==> config.mk <==
export PLATFORM = sky130hd
export DESIGN_NAME = decode_pipe_reg
export DESIGN_NICKNAME = d
export VERILOG_FILES = /design/src/rtl/pipe_pkg.sv /design/src/rtl/pipe_entry_bypass.sv /design/src/rtl/decode_pipe_reg.sv
export SDC_FILE = /design/constraint.sdc
export NUM_CORES = 1
export LEC_CHECK = 0
export CORE_UTILIZATION = 45
export CTS_BUF_LIST = sky130_fd_sc_hd__clkbuf_16
export CTS_CLUSTER_DIAMETER = 150
export CTS_CLUSTER_SIZE = 40
export DETAILED_ROUTE_END_ITERATION = 8
export PLACE_DENSITY = 0.77
export SYNTH_ARGS = -nofsm -noshare
export SYNTH_HDL_FRONTEND = slang
export SYNTH_SLANG_ARGS = --single-unit
==> constraint.sdc <==
create_clock -name clk -period 1.8 [get_ports clk]
set_input_delay 0.36 -clock clk [delete_from_list [all_inputs] [get_ports clk]]
set_output_delay 0.36 -clock clk [all_outputs]
set_load 0.02 [all_outputs]
==> src/rtl/pipe_pkg.sv <==
// Shared pipeline-register definitions: default field widths, control-word
// bit positions and slot indices reused by every stage register.
package pipe_pkg;

  // Default field widths
  localparam int DATA_W_DEF = 19;
  localparam int PC_W_DEF   = 15;
  localparam int REG_AW_DEF = 5;
  localparam int CTRL_W_DEF = 11;

  // Packed control word: {Cant_Byte, ALUControl[2:0], ResultSrc, ALUSrc,
  //                       Branch[1:0], Jump, MemWrite, RegWrite}
  localparam int CTRL_REGWRITE_BIT  = 0;
  localparam int CTRL_MEMWRITE_BIT  = 1;
  localparam int CTRL_JUMP_BIT      = 2;
  localparam int CTRL_BRANCH_LO     = 3;
  localparam int CTRL_BRANCH_HI     = 4;
  localparam int CTRL_ALUSRC_BIT    = 5;
  localparam int CTRL_RESULTSRC_BIT = 6;
  localparam int CTRL_ALUCTRL_LO    = 7;
  localparam int CTRL_ALUCTRL_HI    = 9;
  localparam int CTRL_CANTBYTE_BIT  = 10;

  // Operand-bypass slots inside a two-entry skid register
  typedef enum logic [1:0] {
    SLOT_MAIN = 2'd0,
    SLOT_SKID = 2'd1,
    SLOT_IN   = 2'd2
  } slot_e;

  localparam int NUM_SLOTS = 3;

endpackage

==> src/rtl/pipe_entry_bypass.sv <==
// Writeback bypass for one entry: replaces an operand with the writeback
// data when the entry's source address matches the register being written.
module pipe_entry_bypass #(
  parameter int DATA_W = 19,
  parameter int REG_AW = 5
) (
  input  logic              en,
  input  logic [REG_AW-1:0] rs1,
  input  logic [REG_AW-1:0] rs2,
  input  logic [DATA_W-1:0] rd1_in,
  input  logic [DATA_W-1:0] rd2_in,
  input  logic              wb_we,
  input  logic [REG_AW-1:0] wb_rd,
  input  logic [DATA_W-1:0] wb_data,
  output logic [DATA_W-1:0] rd1_out,
  output logic [DATA_W-1:0] rd2_out
);

  logic hit1;
  logic hit2;

  // Compare both sources independently; address 0 is not special-cased
  always_comb begin
    hit1    = en & wb_we & (wb_rd == rs1);
    hit2    = en & wb_we & (wb_rd == rs2);
    rd1_out = hit1 ? wb_data : rd1_in;
    rd2_out = hit2 ? wb_data : rd2_in;
  end

endmodule

==> src/rtl/decode_pipe_reg.sv <==
// Decode -> execute pipeline register built as a two-entry skid buffer with
// writeback bypass on capture and writeback refresh of held entries.
module decode_pipe_reg
  import pipe_pkg::*;
#(
  parameter int DATA_W = DATA_W_DEF,
  parameter int PC_W   = PC_W_DEF,
  parameter int REG_AW = REG_AW_DEF,
  parameter int CTRL_W = CTRL_W_DEF
) (
  input  logic              clk,
  input  logic              reset,
  input  logic              in_valid,
  output logic              in_ready,
  input  logic [CTRL_W-1:0] in_ctrl,
  input  logic [DATA_W-1:0] in_rd1,
  input  logic [DATA_W-1:0] in_rd2,
  input  logic [DATA_W-1:0] in_imm,
  input  logic [PC_W-1:0]   in_pc,
  input  logic [REG_AW-1:0] in_rd,
  input  logic [REG_AW-1:0] in_rs1,
  input  logic [REG_AW-1:0] in_rs2,
  input  logic              wb_we,
  input  logic [REG_AW-1:0] wb_rd,
  input  logic [DATA_W-1:0] wb_data,
  input  logic              flush,
  output logic              out_valid,
  input  logic              out_ready,
  output logic [CTRL_W-1:0] out_ctrl,
  output logic [DATA_W-1:0] out_rd1,
  output logic [DATA_W-1:0] out_rd2,
  output logic [DATA_W-1:0] out_imm,
  output logic [PC_W-1:0]   out_pc,
  output logic [REG_AW-1:0] out_rd,
  output logic [REG_AW-1:0] out_rs1,
  output logic [REG_AW-1:0] out_rs2
);

  localparam int IM = int'(SLOT_MAIN);
  localparam int IS = int'(SLOT_SKID);
  localparam int II = int'(SLOT_IN);

  // Valid bits and registered ready
  logic main_v_q, main_v_d;
  logic skid_v_q, skid_v_d;
  logic in_ready_q, in_ready_d;

  // Main entry (drives outputs)
  logic [CTRL_W-1:0] main_ctrl_q, main_ctrl_d;
  logic [DATA_W-1:0] main_rd1_q, main_rd1_d;
  logic [DATA_W-1:0] main_rd2_q, main_rd2_d;
  logic [DATA_W-1:0] main_imm_q, main_imm_d;
  logic [PC_W-1:0]   main_pc_q, main_pc_d;
  logic [REG_AW-1:0] main_rd_q, main_rd_d;
  logic [REG_AW-1:0] main_rs1_q, main_rs1_d;
  logic [REG_AW-1:0] main_rs2_q, main_rs2_d;

  // Skid entry (catches the instruction accepted while main is held)
  logic [CTRL_W-1:0] skid_ctrl_q, skid_ctrl_d;
  logic [DATA_W-1:0] skid_rd1_q, skid_rd1_d;
  logic [DATA_W-1:0] skid_rd2_q, skid_rd2_d;
  logic [DATA_W-1:0] skid_imm_q, skid_imm_d;
  logic [PC_W-1:0]   skid_pc_q, skid_pc_d;
  logic [REG_AW-1:0] skid_rd_q, skid_rd_d;
  logic [REG_AW-1:0] skid_rs1_q, skid_rs1_d;
  logic [REG_AW-1:0] skid_rs2_q, skid_rs2_d;

  // Bypass slot wiring: main, skid, incoming
  logic              byp_en      [NUM_SLOTS];
  logic [REG_AW-1:0] byp_rs1     [NUM_SLOTS];
  logic [REG_AW-1:0] byp_rs2     [NUM_SLOTS];
  logic [DATA_W-1:0] byp_rd1_in  [NUM_SLOTS];
  logic [DATA_W-1:0] byp_rd2_in  [NUM_SLOTS];
  logic [DATA_W-1:0] byp_rd1_out [NUM_SLOTS];
  logic [DATA_W-1:0] byp_rd2_out [NUM_SLOTS];

  logic accept_in;
  logic main_pop;

  // Held entries refresh only while valid so an empty main keeps its last data
  assign byp_en[IM]     = main_v_q;
  assign byp_rs1[IM]    = main_rs1_q;
  assign byp_rs2[IM]    = main_rs2_q;
  assign byp_rd1_in[IM] = main_rd1_q;
  assign byp_rd2_in[IM] = main_rd2_q;

  assign byp_en[IS]     = skid_v_q;
  assign byp_rs1[IS]    = skid_rs1_q;
  assign byp_rs2[IS]    = skid_rs2_q;
  assign byp_rd1_in[IS] = skid_rd1_q;
  assign byp_rd2_in[IS] = skid_rd2_q;

  assign byp_en[II]     = 1'b1;
  assign byp_rs1[II]    = in_rs1;
  assign byp_rs2[II]    = in_rs2;
  assign byp_rd1_in[II] = in_rd1;
  assign byp_rd2_in[II] = in_rd2;

  genvar gi;
  generate
    for (gi = 0; gi < NUM_SLOTS; gi++) begin : g_byp
      pipe_entry_bypass #(
        .DATA_W (DATA_W),
        .REG_AW (REG_AW)
      ) u_byp (
        .en      (byp_en[gi]),
        .rs1     (byp_rs1[gi]),
        .rs2     (byp_rs2[gi]),
        .rd1_in  (byp_rd1_in[gi]),
        .rd2_in  (byp_rd2_in[gi]),
        .wb_we   (wb_we),
        .wb_rd   (wb_rd),
        .wb_data (wb_data),
        .rd1_out (byp_rd1_out[gi]),
        .rd2_out (byp_rd2_out[gi])
      );
    end
  endgenerate

  assign accept_in = in_valid & in_ready_q;
  assign main_pop  = main_v_q & out_ready;

  // Next-state selection: shift skid into main, capture incoming, or hold
  always_comb begin
    main_v_d    = main_v_q;
    main_ctrl_d = main_ctrl_q;
    main_rd1_d  = byp_rd1_out[IM];
    main_rd2_d  = byp_rd2_out[IM];
    main_imm_d  = main_imm_q;
    main_pc_d   = main_pc_q;
    main_rd_d   = main_rd_q;
    main_rs1_d  = main_rs1_q;
    main_rs2_d  = main_rs2_q;

    skid_v_d    = skid_v_q;
    skid_ctrl_d = skid_ctrl_q;
    skid_rd1_d  = byp_rd1_out[IS];
    skid_rd2_d  = byp_rd2_out[IS];
    skid_imm_d  = skid_imm_q;
    skid_pc_d   = skid_pc_q;
    skid_rd_d   = skid_rd_q;
    skid_rs1_d  = skid_rs1_q;
    skid_rs2_d  = skid_rs2_q;

    if (!main_v_q || main_pop) begin
      if (skid_v_q) begin
        // Oldest instruction is in skid: it moves up, incoming backfills skid
        main_v_d    = 1'b1;
        main_ctrl_d = skid_ctrl_q;
        main_rd1_d  = byp_rd1_out[IS];
        main_rd2_d  = byp_rd2_out[IS];
        main_imm_d  = skid_imm_q;
        main_pc_d   = skid_pc_q;
        main_rd_d   = skid_rd_q;
        main_rs1_d  = skid_rs1_q;
        main_rs2_d  = skid_rs2_q;
        skid_v_d    = accept_in;
        if (accept_in) begin
          skid_ctrl_d = in_ctrl;
          skid_rd1_d  = byp_rd1_out[II];
          skid_rd2_d  = byp_rd2_out[II];
          skid_imm_d  = in_imm;
          skid_pc_d   = in_pc;
          skid_rd_d   = in_rd;
          skid_rs1_d  = in_rs1;
          skid_rs2_d  = in_rs2;
        end
      end else begin
        main_v_d = accept_in;
        if (accept_in) begin
          main_ctrl_d = in_ctrl;
          main_rd1_d  = byp_rd1_out[II];
          main_rd2_d  = byp_rd2_out[II];
          main_imm_d  = in_imm;
          main_pc_d   = in_pc;
          main_rd_d   = in_rd;
          main_rs1_d  = in_rs1;
          main_rs2_d  = in_rs2;
        end
      end
    end else if (accept_in) begin
      // Main is stalled: park the incoming instruction in skid
      skid_v_d    = 1'b1;
      skid_ctrl_d = in_ctrl;
      skid_rd1_d  = byp_rd1_out[II];
      skid_rd2_d  = byp_rd2_out[II];
      skid_imm_d  = in_imm;
      skid_pc_d   = in_pc;
      skid_rd_d   = in_rd;
      skid_rs1_d  = in_rs1;
      skid_rs2_d  = in_rs2;
    end

    if (flush) begin
      main_v_d = 1'b0;
      skid_v_d = 1'b0;
    end

    in_ready_d = ~skid_v_d;
  end

  // State registers; reset clears every valid bit and stored field
  always_ff @(posedge clk) begin
    if (reset) begin
      main_v_q    <= 1'b0;
      skid_v_q    <= 1'b0;
      in_ready_q  <= 1'b1;
      main_ctrl_q <= '0;
      main_rd1_q  <= '0;
      main_rd2_q  <= '0;
      main_imm_q  <= '0;
      main_pc_q   <= '0;
      main_rd_q   <= '0;
      main_rs1_q  <= '0;
      main_rs2_q  <= '0;
      skid_ctrl_q <= '0;
      skid_rd1_q  <= '0;
      skid_rd2_q  <= '0;
      skid_imm_q  <= '0;
      skid_pc_q   <= '0;
      skid_rd_q   <= '0;
      skid_rs1_q  <= '0;
      skid_rs2_q  <= '0;
    end else begin
      main_v_q    <= main_v_d;
      skid_v_q    <= skid_v_d;
      in_ready_q  <= in_ready_d;
      main_ctrl_q <= main_ctrl_d;
      main_rd1_q  <= main_rd1_d;
      main_rd2_q  <= main_rd2_d;
      main_imm_q  <= main_imm_d;
      main_pc_q   <= main_pc_d;
      main_rd_q   <= main_rd_d;
      main_rs1_q  <= main_rs1_d;
      main_rs2_q  <= main_rs2_d;
      skid_ctrl_q <= skid_ctrl_d;
      skid_rd1_q  <= skid_rd1_d;
      skid_rd2_q  <= skid_rd2_d;
      skid_imm_q  <= skid_imm_d;
      skid_pc_q   <= skid_pc_d;
      skid_rd_q   <= skid_rd_d;
      skid_rs1_q  <= skid_rs1_d;
      skid_rs2_q  <= skid_rs2_d;
    end
  end

  // Bubbles carry an all-zero control word
  assign in_ready  = in_ready_q;
  assign out_valid = main_v_q;
  assign out_ctrl  = main_v_q ? main_ctrl_q : '0;
  assign out_rd1   = main_rd1_q;
  assign out_rd2   = main_rd2_q;
  assign out_imm   = main_imm_q;
  assign out_pc    = main_pc_q;
  assign out_rd    = main_rd_q;
  assign out_rs1   = main_rs1_q;
  assign out_rs2   = main_rs2_q;

endmodule

==> results of run 1 <==
[registers in the layout, summed over array words and instances, names as in the netlist, 11 cells and up]
name / flops
out_imm: 19
out_rd1: 19
out_rd2: 19
skid_imm_q: 19
skid_rd1_q: 19
skid_rd2_q: 19
out_pc: 15
skid_pc_q: 15
main_ctrl_q: 11
skid_ctrl_q: 11
[worst max path at each step]
stage / startpoint / end / slack [ps] / depth (start not counted)
3_5_place_dp: wb_rd[4] / out_rd1[10]$_SDFF_PP0_ / -780 / 8
2_1_floorplan: wb_rd[4] / out_rd2[17]$_SDFF_PP0_ / -50 / 7
5_1_grt: skid_rs2_q[3]$_SDFFE_PP0P_ / skid_rd2_q[12]$_SDFF_PP0_ / -170 / 7
6_report: in_rs1[1] / out_rd1[5]$_SDFF_PP0_ / -70 / 8
3_3_place_gp: wb_rd[4] / out_rd1[11]$_SDFF_PP0_ / -600 / 7
4_1_cts: skid_rs1_q[4]$_SDFFE_PP0P_ / out_rd1[8]$_SDFF_PP0_ / -40 / 8
[metrics by stage]
stage / power (mW) / util, %
2_1_floorplan: 5.61 / -
3_3_place_gp: 6.49 / 60.4
3_5_place_dp: 6.52 / 60.4
4_1_cts: 10.6 / 66.5
5_1_grt: 11.0 / 70.5
6_report: 10.7 / 70.5
[metal layers]
layer  GRT usage (%)  routed length, um
met5               0                  0
met4            11.8               1560
met3            6.70               2800
met2            45.3              15500
met1            32.2              12000
[where the power goes]
group          switching [mW]  internal (mW)  total (mW)
sequential              0.135           4.60        4.74
clock                    1.81           2.23        4.04
combinational           0.949          0.943        1.89
[repair_timing]
item                                    CTS  global route
gates cloned                              9             8
setup buffers                            12             3
resized for setup                       111           135
hold buffers                              0             0
endpoints found under the setup margin  102           100
pin swaps                                20            39
[area by class of cell]
class | instances | area share (%)
clock buffer | 17 | 2.99
sequential | 199 | 28.2
clock inverter | 15 | 1.34
timing repair buffer | 315 | 25.3
inverter | 1 | 0.0264
multi-input combinational | 720 | 39.8
tap | 270 | 2.38
[kinds of logic (layout without fill, tap and decap cells)]
logic type / after synthesis / count (layout)
buffers and inverters: 90 / 348
AO/OA/AOI/OAI: 201 / 201
flip-flops: 199 / 199
AND/OR/NAND/NOR: 315 / 315
multiplexers: 174 / 174
XOR/XNOR: 30 / 30
[critical path: stages]
cell and delay (ps):
dlygate4sd2_1 250, xor2_1 180, nor4_2 330, and3_4 280, buf_12 140, buf_16 150, mux2i_2 310, o221ai_2 160
[cells in the final DEF (no fill, tap or decap), types with 20 or more instances in the layout]
| master | instances |
|---|---|
| dfxtp_1 | 190 |
| a211oi_1 | 60 |
| o221ai_2 | 26 |
| buf_12 | 30 |
| clkdlybuf4s50_1 | 168 |
| a21oi_1 | 60 |
| buf_4 | 36 |
| o22ai_1 | 29 |
| mux2_4 | 29 |
| dlymetal6s2s_1 | 20 |
| nor2_1 | 64 |
| nand2_1 | 218 |
| mux2i_4 | 35 |
| mux2i_1 | 73 |
| dlygate4sd2_1 | 31 |
| clkbuf_16 | 23 |
==> flow_metrics.tcl, run 1 <==
set metrics [dict create \
    status "finished with violations" \
    violations "negative setup slack" \
    dp_hpwl_mm 17.4 \
    synth.area.top_cells "dfxtp_1 (43%), mux2i_1 (13%), nand2_1 (8.9%)" \
    dominantRegCellSynth "dfxtp_1" \
    fill_cells 1402 \
    arrival_ps 2170 \
    finalWorstSetupSlack_ps -70.5 \
    grt_pass1_wl_mm 45.0 \
    synthCells 1009 \
    mappedNetlistArea_sq_um 9230 \
    synthArstFlopShare_pct 0 \
    setup_tns_ps -513 \
    die-width_um 145 \
    numCtsBuffers 17 \
    grt_use_total_pct 26.8 \
    cts.sinks 199 \
    crit_path_end_kind "flop" \
    synth-simple-area-share_pct 13.9 \
    path_clk_slew_ps 70 \
    setup_viol 20 \
    final_max_slew_viol_count 0 \
    port_buffers 227 \
    cts_tree "yes" \
    clockBufferDepth 2 \
    synthXorXnorAreaFrac_pct 2.93 \
    synth_top_family_by_area "multiplexers" \
    start_kind "input pin" \
    postPlaceCellArea_sq_um 12200 \
    finClkSkew_ps 12.1 \
    start_util_pct 45.7 \
    yosysSeqAreaShare_pct 43.2 \
    grt_pass1_vias 8500 \
    fin_area_sq_um 14200 \
    insertion_delay_ps 430 \
    reg2regPathDepth 7 \
    grt_max_degree 45 \
    area.sequential_sq_um 4000 \
    min_path_cells 3 \
    synth-seq-cells 199 \
    gp_congestion 0.859 \
    finalCritPeriodShare_pct 104 \
    ys_warn_count 0 \
    finalWirelength_mm 31.8 \
    max-cap-violations 0 \
    fmaxAchievable_mhz 535 \
    syn_avg_cell_area_sq_um 9.14 \
    whs_endpoint "skid_rs2_q[1]$_SDFFE_PP0P_" \
    hp-start "in_rs2[1]" \
    overflow 0 \
    p_leak_nw 5.39 \
    die_h_um 145 \
    hold_viol_final 0 \
    pwr_density_cell_nw_per_um2 751 \
    synth.distinct_cells 36 \
    diodes 0 \
    synth_compound_area_share_pct 14.7 \
    drtAntennaViolNets 0 \
    cp_max_fo 5 \
    area_growth_syn_to_layout_pct 54.0 \
    die_area_sq_um 21100 \
    vias 8874 \
    pre_cts_ws_ps -781 \
    r2r-start "skid_rs1_q[1]$_SDFFE_PP0P_" \
    holdWs_ps 325 \
    drc 0 \
    routed_via_density 5.77 \
    holdCritPathClass "input pin to flop" \
    min_period_ps 1870 \
    synthAdderAreaFrac_pct 0 \
    layout-drive-gt1-share_pct 22.4 \
    syn-num-nets 1137 \
    yosys.area.top_type_share_pct 43.2 \
    slew_headroom_pct 67.6 \
    worst-slew-pin-transition_ps 485 \
    muxShareOfSynthArea_pct 20.0 \
    final_cells 1537 \
    multi_input_area_sq_um 5660 \
    fp-row-count 52 \
    synth_edf_count 0 \
    cts_root_buffer "clkbuf_16" \
    dp.cells 1477 \
    first_pass_iters 5 \
    final_nets 1382 \
    ff2ff_setup_slack_ps -50 \
    peakVddDrop_v 0.000627 \
    pin_count 228 \
    synth.most_common_cell "nand2_1" \
    critical_path_required_ps 2100 \
    synth_common_cells "nand2_1 (218), dfxtp_1 (199), mux2i_1 (118)" \
    worst-setup-path-type "input pin to flop" \
    r2r-end "out_rd1[15]$_SDFF_PP0_" \
    cts_max_level 4 \
    rsz0062_at_grt "yes" \
    wl_per_cell_um 20.7 \
    synth_area_leader_cell "dfxtp_1" \
    coreArea_sq_um 20200 \
    drt_iter0_drc 515 \
    antenna_found_initial 0 \
]
No activity file was read; power rests on OpenSTA's default activity.
==> run 2, diff against run 1 <==
- CORE_UTILIZATION: 45 -> 40
- PLACE_DENSITY: 0.77 -> 0.7
==> flow_metrics.tcl, run 2 (synthesized netlist as in run 1, its figures left out) <==
set metrics [dict create \
    fp-row-count 55 \
    whs_endpoint "skid_rs1_q[0]$_SDFFE_PP0P_" \
    grt_max_degree 92 \
    die_h_um 154 \
    start_util_pct 40.7 \
    crit_chain "xor2_1 -> nor4_2 -> nand4_1 -> buf_6 -> clkbuf_16 -> mux2i_1 -> o221ai_1" \
    multi_input_area_sq_um 5360 \
    pwr_density_cell_nw_per_um2 763 \
    slew_headroom_pct 33.8 \
    first_pass_iters 8 \
    finalCritPeriodShare_pct 99.6 \
    worst-slew-pin-transition_ps 993 \
    layout-drive-gt1-share_pct 18.7 \
    cp_num_buf_inv 2 \
    reg2regPathDepth 7 \
    totalPowerFinal_mw 10.4 \
    crit_path_end_kind "flop" \
    overflow 0 \
    start_kind "flop" \
    path_clk_slew_ps 70 \
    area_growth_syn_to_layout_pct 47.1 \
    wl_per_cell_um 18.2 \
    r2r-start "skid_rs1_q[4]$_SDFFE_PP0P_" \
    cts_tree "yes" \
    port_buffers 227 \
    max-cap-violations 0 \
    grt_pass1_vias 7849 \
    holdCritPathClass "input pin to flop" \
    final_common_cell "nand2_1" \
    drt_iter0_drc 469 \
    vias 8409 \
    routed_via_density 5.48 \
    crit_family "simple AND/OR/NAND/NOR gates" \
    rsz0062_at_grt "yes" \
    fill_cells 1916 \
    pin_count 228 \
    cp_max_fo 9 \
    gp_congestion 0.806 \
    post-route-util_pct 59.9 \
    cpMaxStageDelayCell "dfxtp_2" \
    p_leak_nw 5.41 \
    cpPeakStageDelay_ps 340 \
    diodes 0 \
    cts_hold_buf 0 \
    clockBufferDepth 2 \
    final_nets 1365 \
    fmaxAchievable_mhz 558 \
    final_max_slew_viol_count 0 \
    setup_viol 0 \
    r2r-end "out_rd1[18]$_SDFF_PP0_" \
    ff2ff_setup_slack_ps 7 \
    numCtsBuffers 17 \
    area.sequential_sq_um 3990 \
    finClkSkew_ps 13.6 \
    critical_path_required_ps 2100 \
    peakVddDrop_v 0.000650 \
    insertion_delay_ps 430 \
    cts.sinks 199 \
    cts_max_level 4 \
    coreArea_sq_um 22600 \
    hold_viol_final 0 \
    status "complete, no violations" \
    antenna_found_initial 0 \
    worst-setup-path-type "flop to flop" \
    die-width_um 154 \
    die_area_sq_um 23700 \
    grt_pass1_wl_mm 42.8 \
    dp_hpwl_mm 17.7 \
    drtAntennaViolNets 0 \
    hp-start "in_rs1[0]" \
    cts_root_buffer "clkbuf_16" \
    finalWirelength_mm 27.9 \
    grt_use_total_pct 22.7 \
    final_cell_mix "nand2_1 (218), dfxtp_1 (194), clkdlybuf4s50_1 (154), mux2i_1 (86), nor2_1 (64)" \
    min_period_ps 1790 \
    min_path_cells 3 \
    arrival_ps 2090 \
    drc 0 \
]
==> run 2: changes by cell type in the layout (fill, tap and decap cells not counted), sizes merged <==
cell,before,now
clkinvlp,0,2
clkdlybuf4s50,168,154
dlygate4sd2,31,23
buf,84,68
clkinv,7,6
clkdlybuf4s15,5,10
bufinv,3,2
dlymetal6s2s,20,32
clkbuf,24,28
==> run 2: worst reg2reg max path, stage by stage, from the launching register on <==
cell       delay (ps)
dfxtp_2           340
xor2_1            170
nor4_2            320
nand4_1           150
buf_6             160
clkbuf_16         180
mux2i_1           200
o221ai_1          150
==> run 2: final cells by class <==
cell class / instances / area share (%)
Clock buffer: 17 / 3.14
Tap cell: 285 / 2.63
Clock inverter: 15 / 1.13
Timing Repair Buffer: 298 / 24.1
Multi-Input combinational cell: 720 / 39.5
Sequential cell: 199 / 29.4
Inverter: 1 / 0.0277
==> run 2: routing by layer <==
metal | GRT usage [%] | vias to the layer above | wire length, um | share of wire [%]
met5 | 0 | - | 0 | 0
met4 | 6.19 | 0 | 598 | 2.1
met3 | 5.27 | 39 | 2210 | 7.9
met2 | 36.1 | 341 | 12800 | 46
met1 | 30.6 | 3992 | 12300 | 44
li1 | - | 4037 | - | -
==> run 2: worst max-delay path by stage <==
stage,startpoint,end,cells past startpoint
global placement,wb_rd[1],out_rd1[5]$_SDFF_PP0_,7
detailed placement,wb_rd[1],out_rd1[16]$_SDFF_PP0_,7
global route,skid_rs2_q[4]$_SDFFE_PP0P_,skid_rd2_q[8]$_SDFF_PP0_,6
CTS,wb_rd[4],out_rd1[17]$_SDFF_PP0_,9
finish,skid_rs1_q[4]$_SDFFE_PP0P_,out_rd1[18]$_SDFF_PP0_,7
floorplan,wb_rd[4],out_rd2[17]$_SDFF_PP0_,7
==> run 2: power by group <==
group / internal, mW / switching, mW / total, mW
logic: 0.891 / 0.890 / 1.78
registers: 4.60 / 0.130 / 4.73
clock network: 2.06 / 1.78 / 3.84
total: 7.56 / 2.79 / 10.4
==> run 2: per-stage QoR <==
| stage | cells | cell area, sq um | hold WS [ps] | worst slack (ps) | TNS [ps] |
|---|---|---|---|---|---|
| final | 1535 | 13600 | 352 | 6.87 | 0 |
| after global routing | 1535 | 13600 | 362 | -44.2 | -270 |
| after CTS | 1528 | 13000 | 337 | -40.7 | -112 |
| after detailed placement | 1487 | 12200 | 446 | -769 | -75780 |
| after global placement | 1487 | 12200 | 441 | -749 | -72130 |
| after floorplan | 1009 | 9260 | 436 | -48.4 | -424 |
==> run 2: what timing repair did <==
action,CTS,global route
setup buffers,6,5
gates resized for setup,75,136
gates cloned,3,4
pin swaps,9,13
setup endpoints to repair,104,110
